### src/rtl/mem_port_arbiter.sv
// Round-robin arbiter sharing one single-port memory between instruction fetch
// and load/store: one outstanding transaction and a response timeout.
module mem_port_arbiter #(
    parameter int ADDR_WIDTH = 32,
    parameter int DATA_WIDTH = 32,
    parameter int TIMEOUT    = 8
) (
    input  logic                  clk,
    input  logic                  reset,
    input  logic                  if_req,
    input  logic [ADDR_WIDTH-1:0] if_addr,
    output logic                  if_gnt,
    output logic                  if_rvalid,
    output logic [DATA_WIDTH-1:0] if_rdata,
    output logic                  if_err,
    input  logic                  ls_req,
    input  logic                  ls_we,
    input  logic [ADDR_WIDTH-1:0] ls_addr,
    input  logic [DATA_WIDTH-1:0] ls_wdata,
    output logic                  ls_gnt,
    output logic                  ls_rvalid,
    output logic [DATA_WIDTH-1:0] ls_rdata,
    output logic                  ls_err,
    output logic [ADDR_WIDTH-1:0] mem_addr,
    output logic                  mem_req_valid,
    output logic                  mem_we,
    output logic [DATA_WIDTH-1:0] mem_wrt_data,
    input  logic [DATA_WIDTH-1:0] mem_rd_data,
    input  logic                  mem_data_valid
);
    localparam int CNT_W = $clog2(TIMEOUT + 1);

    typedef enum logic [1:0] {ST_IDLE, ST_ISSUE, ST_WAIT} state_t;

    state_t                state_reg, state_next;
    logic                  owner_reg, owner_next;      // 0 = IF, 1 = LS
    logic                  last_ls_reg, last_ls_next;
    logic [CNT_W-1:0]      cnt_reg, cnt_next;
    logic [ADDR_WIDTH-1:0] addr_reg, addr_next;
    logic                  we_reg, we_next;
    logic [DATA_WIDTH-1:0] wdata_reg, wdata_next;
    logic                  mem_req_valid_reg, mem_req_valid_next;
    logic                  mem_we_reg, mem_we_next;
    logic [1:0]            gnt_reg, gnt_next;
    logic                  resp_fire, resp_err;
    logic [DATA_WIDTH-1:0] resp_data;
    logic                  data_valid;

    // A floating or unknown data_valid must never complete a transaction.
    assign data_valid = (mem_data_valid === 1'b1);

    always_ff @(posedge clk) begin
        if (reset) begin
            state_reg         <= ST_IDLE;
            owner_reg         <= 1'b0;
            last_ls_reg       <= 1'b1;
            cnt_reg           <= '0;
            addr_reg          <= '0;
            we_reg            <= 1'b0;
            wdata_reg         <= '0;
            mem_req_valid_reg <= 1'b0;
            mem_we_reg        <= 1'b0;
            gnt_reg           <= '0;
        end else begin
            state_reg         <= state_next;
            owner_reg         <= owner_next;
            last_ls_reg       <= last_ls_next;
            cnt_reg           <= cnt_next;
            addr_reg          <= addr_next;
            we_reg            <= we_next;
            wdata_reg         <= wdata_next;
            mem_req_valid_reg <= mem_req_valid_next;
            mem_we_reg        <= mem_we_next;
            gnt_reg           <= gnt_next;
        end
    end

    always_comb begin
        state_next         = state_reg;
        owner_next         = owner_reg;
        last_ls_next       = last_ls_reg;
        cnt_next           = cnt_reg;
        addr_next          = addr_reg;
        we_next            = we_reg;
        wdata_next         = wdata_reg;
        mem_req_valid_next = 1'b0;
        mem_we_next        = 1'b0;
        gnt_next           = '0;
        resp_fire          = 1'b0;
        resp_err           = 1'b0;
        resp_data          = '0;
        unique case (state_reg)
            ST_IDLE: begin
                if (if_req || ls_req) begin
                    // LS wins when alone, or when both ask and IF was served last.
                    owner_next         = ls_req && !(if_req && last_ls_reg);
                    addr_next          = owner_next ? ls_addr : if_addr;
                    we_next            = owner_next && ls_we;
                    wdata_next         = owner_next ? ls_wdata : '0;
                    mem_req_valid_next = 1'b1;
                    mem_we_next        = we_next;
                    gnt_next[owner_next] = 1'b1;
                    state_next         = ST_ISSUE;
                end
            end
            ST_ISSUE: begin
                last_ls_next = owner_reg;
                cnt_next     = '0;
                state_next   = ST_WAIT;
            end
            ST_WAIT: begin
                if (data_valid) begin
                    resp_fire  = 1'b1;
                    resp_data  = we_reg ? '0 : mem_rd_data;
                    state_next = ST_IDLE;
                end else if (cnt_reg == CNT_W'(TIMEOUT - 1)) begin
                    resp_fire  = 1'b1;
                    resp_err   = 1'b1;
                    state_next = ST_IDLE;
                end else begin
                    cnt_next = cnt_reg + 1'b1;
                end
            end
            default: state_next = ST_IDLE;
        endcase
    end

    // Per-port response registers; rdata/err hold until that port's next response.
    generate
        for (genvar gi = 0; gi < 2; gi++) begin : gen_port
            logic                  resp_hit;
            logic                  rvalid_reg;
            logic                  err_reg;
            logic [DATA_WIDTH-1:0] rdata_reg;

            assign resp_hit = resp_fire && (owner_reg == 1'(gi));

            always_ff @(posedge clk) begin
                if (reset) begin
                    rvalid_reg <= 1'b0;
                    err_reg    <= 1'b0;
                    rdata_reg  <= '0;
                end else begin
                    rvalid_reg <= resp_hit;
                    if (resp_hit) begin
                        err_reg   <= resp_err;
                        rdata_reg <= resp_data;
                    end
                end
            end
        end
    endgenerate

    assign if_gnt        = gnt_reg[0];
    assign ls_gnt        = gnt_reg[1];
    assign if_rvalid     = gen_port[0].rvalid_reg;
    assign if_rdata      = gen_port[0].rdata_reg;
    assign if_err        = gen_port[0].err_reg;
    assign ls_rvalid     = gen_port[1].rvalid_reg;
    assign ls_rdata      = gen_port[1].rdata_reg;
    assign ls_err        = gen_port[1].err_reg;
    assign mem_addr      = addr_reg;
    assign mem_req_valid = mem_req_valid_reg;
    assign mem_we        = mem_we_reg;
    assign mem_wrt_data  = wdata_reg;
endmodule
### config.mk
export PLATFORM = sky130hd
export DESIGN_NAME = mem_port_arbiter
export DESIGN_NICKNAME = d
export VERILOG_FILES = /design/src/rtl/mem_port_arbiter.sv
export SDC_FILE = /design/constraint.sdc
export NUM_CORES = 1
export LEC_CHECK = 0
export ABC_AREA = 1
export CORE_MARGIN = 4
export CORE_UTILIZATION = 46
export CTS_CLUSTER_SIZE = 28
export DETAILED_ROUTE_END_ITERATION = 16
export GPL_TIMING_DRIVEN = 0
export HOLD_SLACK_MARGIN = 0.08
export PLACE_DENSITY = 0.86
export SYNTH_ARGS = -nofsm -noshare
export SYNTH_HDL_FRONTEND = slang
export SYNTH_SLANG_ARGS = --single-unit
### constraint.sdc
create_clock -name clk -period 3.9 [get_ports clk]
set_clock_uncertainty 0.05 [all_clocks]
set_input_delay 1.17 -clock clk [delete_from_list [all_inputs] [get_ports clk]]
set_output_delay 1.17 -clock clk [all_outputs]
set_load 0.02 [all_outputs]
# Word level (Yosys, flattened, before mapping)
# Cells that the tools add are included.
[totals]
in_bits = 134
reg_bits = 145
output_inout_bits = 136
[classes]
mux = 20
magnitude_cmp = 2
reduce_logical = 15
n_addsub = 1
eq_ne = 8
n_bitwise = 3
[ops]
columns = ["op", "count"]
rows = [
  ["$mux 32", 5],
  ["$mux 4", 2],
  ["$pmux 4 s2", 1],
  ["$mux 1", 7],
  ["$logic_and 1x1->1", 6],
  ["$mux 2", 3],
  ["$ne 2x2->1 const B", 3],
  ["$pmux 2 s3", 1],
  ["$add 4x1->4 const B", 1],
  ["$eq 4x3->1 const B", 1],
  ["$reduce_and 2->1", 2],
  ["$ne 3x3->1 const B", 1],
  ["$not 1->1", 3],
  ["$reduce_and 3->1", 1],
  ["$reduce_or 3->1", 1],
  ["$eq 2x1->1 const B", 1],
  ["$eq 2x2->1 const B", 1],
  ["$logic_not 2->1", 1],
  ["$lt 1x2->1 const B", 1],
  ["$reduce_bool 2->1", 1],
  ["$reduce_or 2->1", 1],
  ["$demux 1 s1", 1],
  ["$eqx 1x1->1 const B", 1],
  ["$ge 1x1->1 const B", 1],
  ["other kinds (2)", 2],
]

# Logic depth before layout (Yosys ltp)
[logic_depth]
depth_word = 7
mapped_depth = 9
mapped_depth_nobuf = 7

# Worst setup path after synthesis
# OpenSTA, ideal clock, no wires.
[synth_path]
kind = "input-to-reg"
start = "in ls_req"
end = "reg addr_reg[12] (netlist: mem_addr[12])"
t_required_ns = 3.735
cell_stages = 8
arrival_ns = 2.095
setup_time_ns = 0.115
path_slack_ns = 1.640
path_cell_list = "buf_2 -> o21ai_4 -> buf_6 -> inv_2 -> buf_6 -> buf_4 -> o21ai_1 -> nor2_1"
[synth_via]
elab_chain_len = 2
word_cells_on_any_way = 4
[synth_lines]
columns = ["element", "line_no", "rtl"]
rows = [
  ["from (decl)", "16", "input logic ls_req,"],
  ["$logic_and 1x1->1 / $logic_or 1x1->1 (equally long branches)", "96, 94", ""],
  ["$mux 32 / $reduce_and 2->1 (equally long branches)", "n/a", ""],
  ["to (signal assigned)", "69", "addr_reg <= addr_next;"],
  ["to (decl)", "39", "logic [ADDR_WIDTH-1:0] addr_reg, addr_next;"],
]
# Parallel ways exist; a longest one is shown, timed or not.
# A chain may end at the register's enable or synchronous reset.

# Worst setup path after layout
[layout_path]
start = "reg addr_reg[27] (netlist: mem_addr[27])"
end = "out mem_addr[27]"
[layout_rtl]
columns = ["element", "line_no", "rtl"]
rows = [
  ["to (decl)", "24", "output logic [ADDR_WIDTH-1:0] mem_addr,"],
]
# No word-level cell between the ends.

==> run metrics <==
status finished, final reports clean; CP startpoint kind register; vias in the first global route around 6400; P&R area growth vs syn 55.8%; Max FO, Critical Path 2; placement row count 42; CP top delay family buffers and inverters; worst hold margin 416 ps; IO Port Bufs 268; first-pass GRT wire length 31600 um; remaining antenna violation count after routing 0; yosys warns 0; placed inst area 0.00915 sq mm; net count after synthesis about 1100; Worst setup EP type output pin; initial antenna violation count 0; IO Pins 270; # Max-Cap Violations 0; Synth cell types 25; width of the die 125 um; Pleak 4.35 nW; slowest cell on the critical path clkdlybuf4s50_1; sequential fraction of the synthesis area 0.465; grt ovf 0; Final #Nets approximately 1300; gr usage total 0.249; Syn Area/Cell around 6.8 sq um; wire per inst between 10 and 15 um; Vias/cell 4.80; gp weighted congestion 0.823; DIE HEIGHT 125 um; final setup fails 0; WP data arrival 1420 ps; Tmin final around 2600 ps; Skew-Pair Late Insertion Delay 410 ps; largest net degree at the start of global routing 17; WP buf/inv 1; headroom to the max-slew limit 0.670; post-route clock period utilization 0.677; First-pass DRT Iterations 5; unrepaired setup endpoints after global routing false; area of the mapped netlist ~0.0062 sq mm; reg2reg end if_rdata[11]$_SDFFE_PP0P_; vias roughly 6700; CTS resizes 0; worst r2r src cnt_reg[0]$_SDFFE_PP0P_; CTS tree yes; starting density of the core 0.471; power per cell area 408 mW/mm^2; top achievable clock speed 379 MHz; reg2reg setup slack 2040 ps; Max clock buf depth 2; Hold Path Class register to register; ordered cell list for the critical path clkdlybuf4s50_1; worst slew pin tran about 500 ps; post-route cell area 0.00973 sq mm; Die Footprint 0.0155 sq mm; WL final 20000 um; CTS H-tree depth 4; setup TNS 0 ps; DR iter-0 viols 412; count of final hold-check violations 0; top cells by area, synth dfxtp_1 (46%), nand2_1 (16%), nor2_1 (9.3%), inv_1 (6.0%), nand3_1 (4.9%); clock-pin slew on the worst setup and hold paths ~60 ps; Critical Path Start mem_addr[27]$_SDFFE_PP0P_; CTS root buffer clkbuf_16; CP Capture Point mem_addr[27]; flop and latch count out of synthesis 145; crit path kind register to output pin; FF-to-FF path depth 7; pins over their slew limit 0; CP max stage delay between 600 and 700 ps; most frequent cells in the layout clkdlybuf4s50_1 (268), nand2_1 (266), nor2_1 (154); Yosys top cell by area dfxtp_1; total chip power between 3 and 4 mW; Hold Buf Count CTS 0; Data required, critical path about 2700 ps; share of the synthesized area in the top cell type 0.465; cells after synthesis 923; DRC viols 0; clock sinks 145; n_diodes 0; CTS Buf Count 17; Max VDD drop 0.293 mV; setup bufs post-CTS 0; DP Wirelength around 15000 um; Hold Path Origin if_err$_SDFFE_PP0P_; fraction of layout cells with a size suffix above 1 0.0581; most common cell after layout, fill and taps aside clkdlybuf4s50_1; core area 0.0132 sq mm; critical path depth 1
worst min-delay path by stage:
stage	end	slack, ps	cells past startpoint
2_1_floorplan	cnt_reg[0]$_SDFFE_PP0P_	410	1
3_3_place_gp	mem_wrt_data[1]$_SDFFE_PP0P_	400	2
3_5_place_dp	mem_wrt_data[0]$_SDFFE_PP0P_	410	2
4_1_cts	mem_wrt_data[5]$_SDFFE_PP0P_	420	2
5_1_grt	mem_wrt_data[9]$_SDFFE_PP0P_	430	2
6_report	if_err$_SDFFE_PP0P_	420	2
report_power, final:
part           leakage [nW]  switching (mW)  total [mW]  internal, mW
combinational          2.90           0.403       0.760         0.357
sequential             1.18          0.0441        1.61          1.56
clock                 0.263           0.641        1.60         0.963
total                  4.35            1.09        3.97          2.88
synthesized netlist by cell type (all sizes together):
| master | number |
|---|---|
| nand2 | 269 |
| nor2 | 158 |
| dfxtp | 145 |
| inv | 103 |
| nand3 | 64 |
| a21oi | 51 |
| o21ai | 36 |
| buf | 30 |
| clkbuf | 28 |
| nand4 | 25 |
| clkinv | 10 |
| ha | 1 |
| nor3b | 1 |
| o211ai | 1 |
| xnor2 | 1 |
cells by family after synthesis:
| logic type | share of synthesized area |
|---|---|
| and+or+nand+nor | 0.340 |
| AOI/OAI and AO/OA | 0.0727 |
| xor gates and xnor gates | 0.00140 |
| adders and majority gates | 0.00200 |
| DFF | 0.465 |
| buffers and inverters | 0.119 |
cell type report:
type | instances | area (sq um)
plain buffers | 58 | 317
clock buffers | 21 | 450
clock inverters | 11 | 131
fillers | 1067 | 3510
inverters | 113 | 424
multi-input cells | 607 | 2600
flip-flops and latches | 145 | 2900
well taps | 176 | 220
repair buffers | 268 | 2680
layer usage:
| metal | vias to the layer above | GRT usage | wire length [um] |
|---|---|---|---|
| met3 | 35 | 0.0793 | 1630 |
| met1 | 2988 | 0.266 | 7740 |
| met4 | 0 | 0.0741 | 435 |
| met2 | 264 | 0.465 | 10200 |
| met5 | - | 0 | 0 |
| li1 | 3424 | - | - |
stage by stage:
stage                      util  setup WS [ps]  cells
after floorplan               -           1640    923
after global placement    0.691            908   1367
after detailed placement  0.691            913   1367
after CTS                 0.735           1230   1399
after global routing      0.735           1180   1399
final                     0.735           1260   1399
No activity file was read; power rests on OpenSTA's default activity.
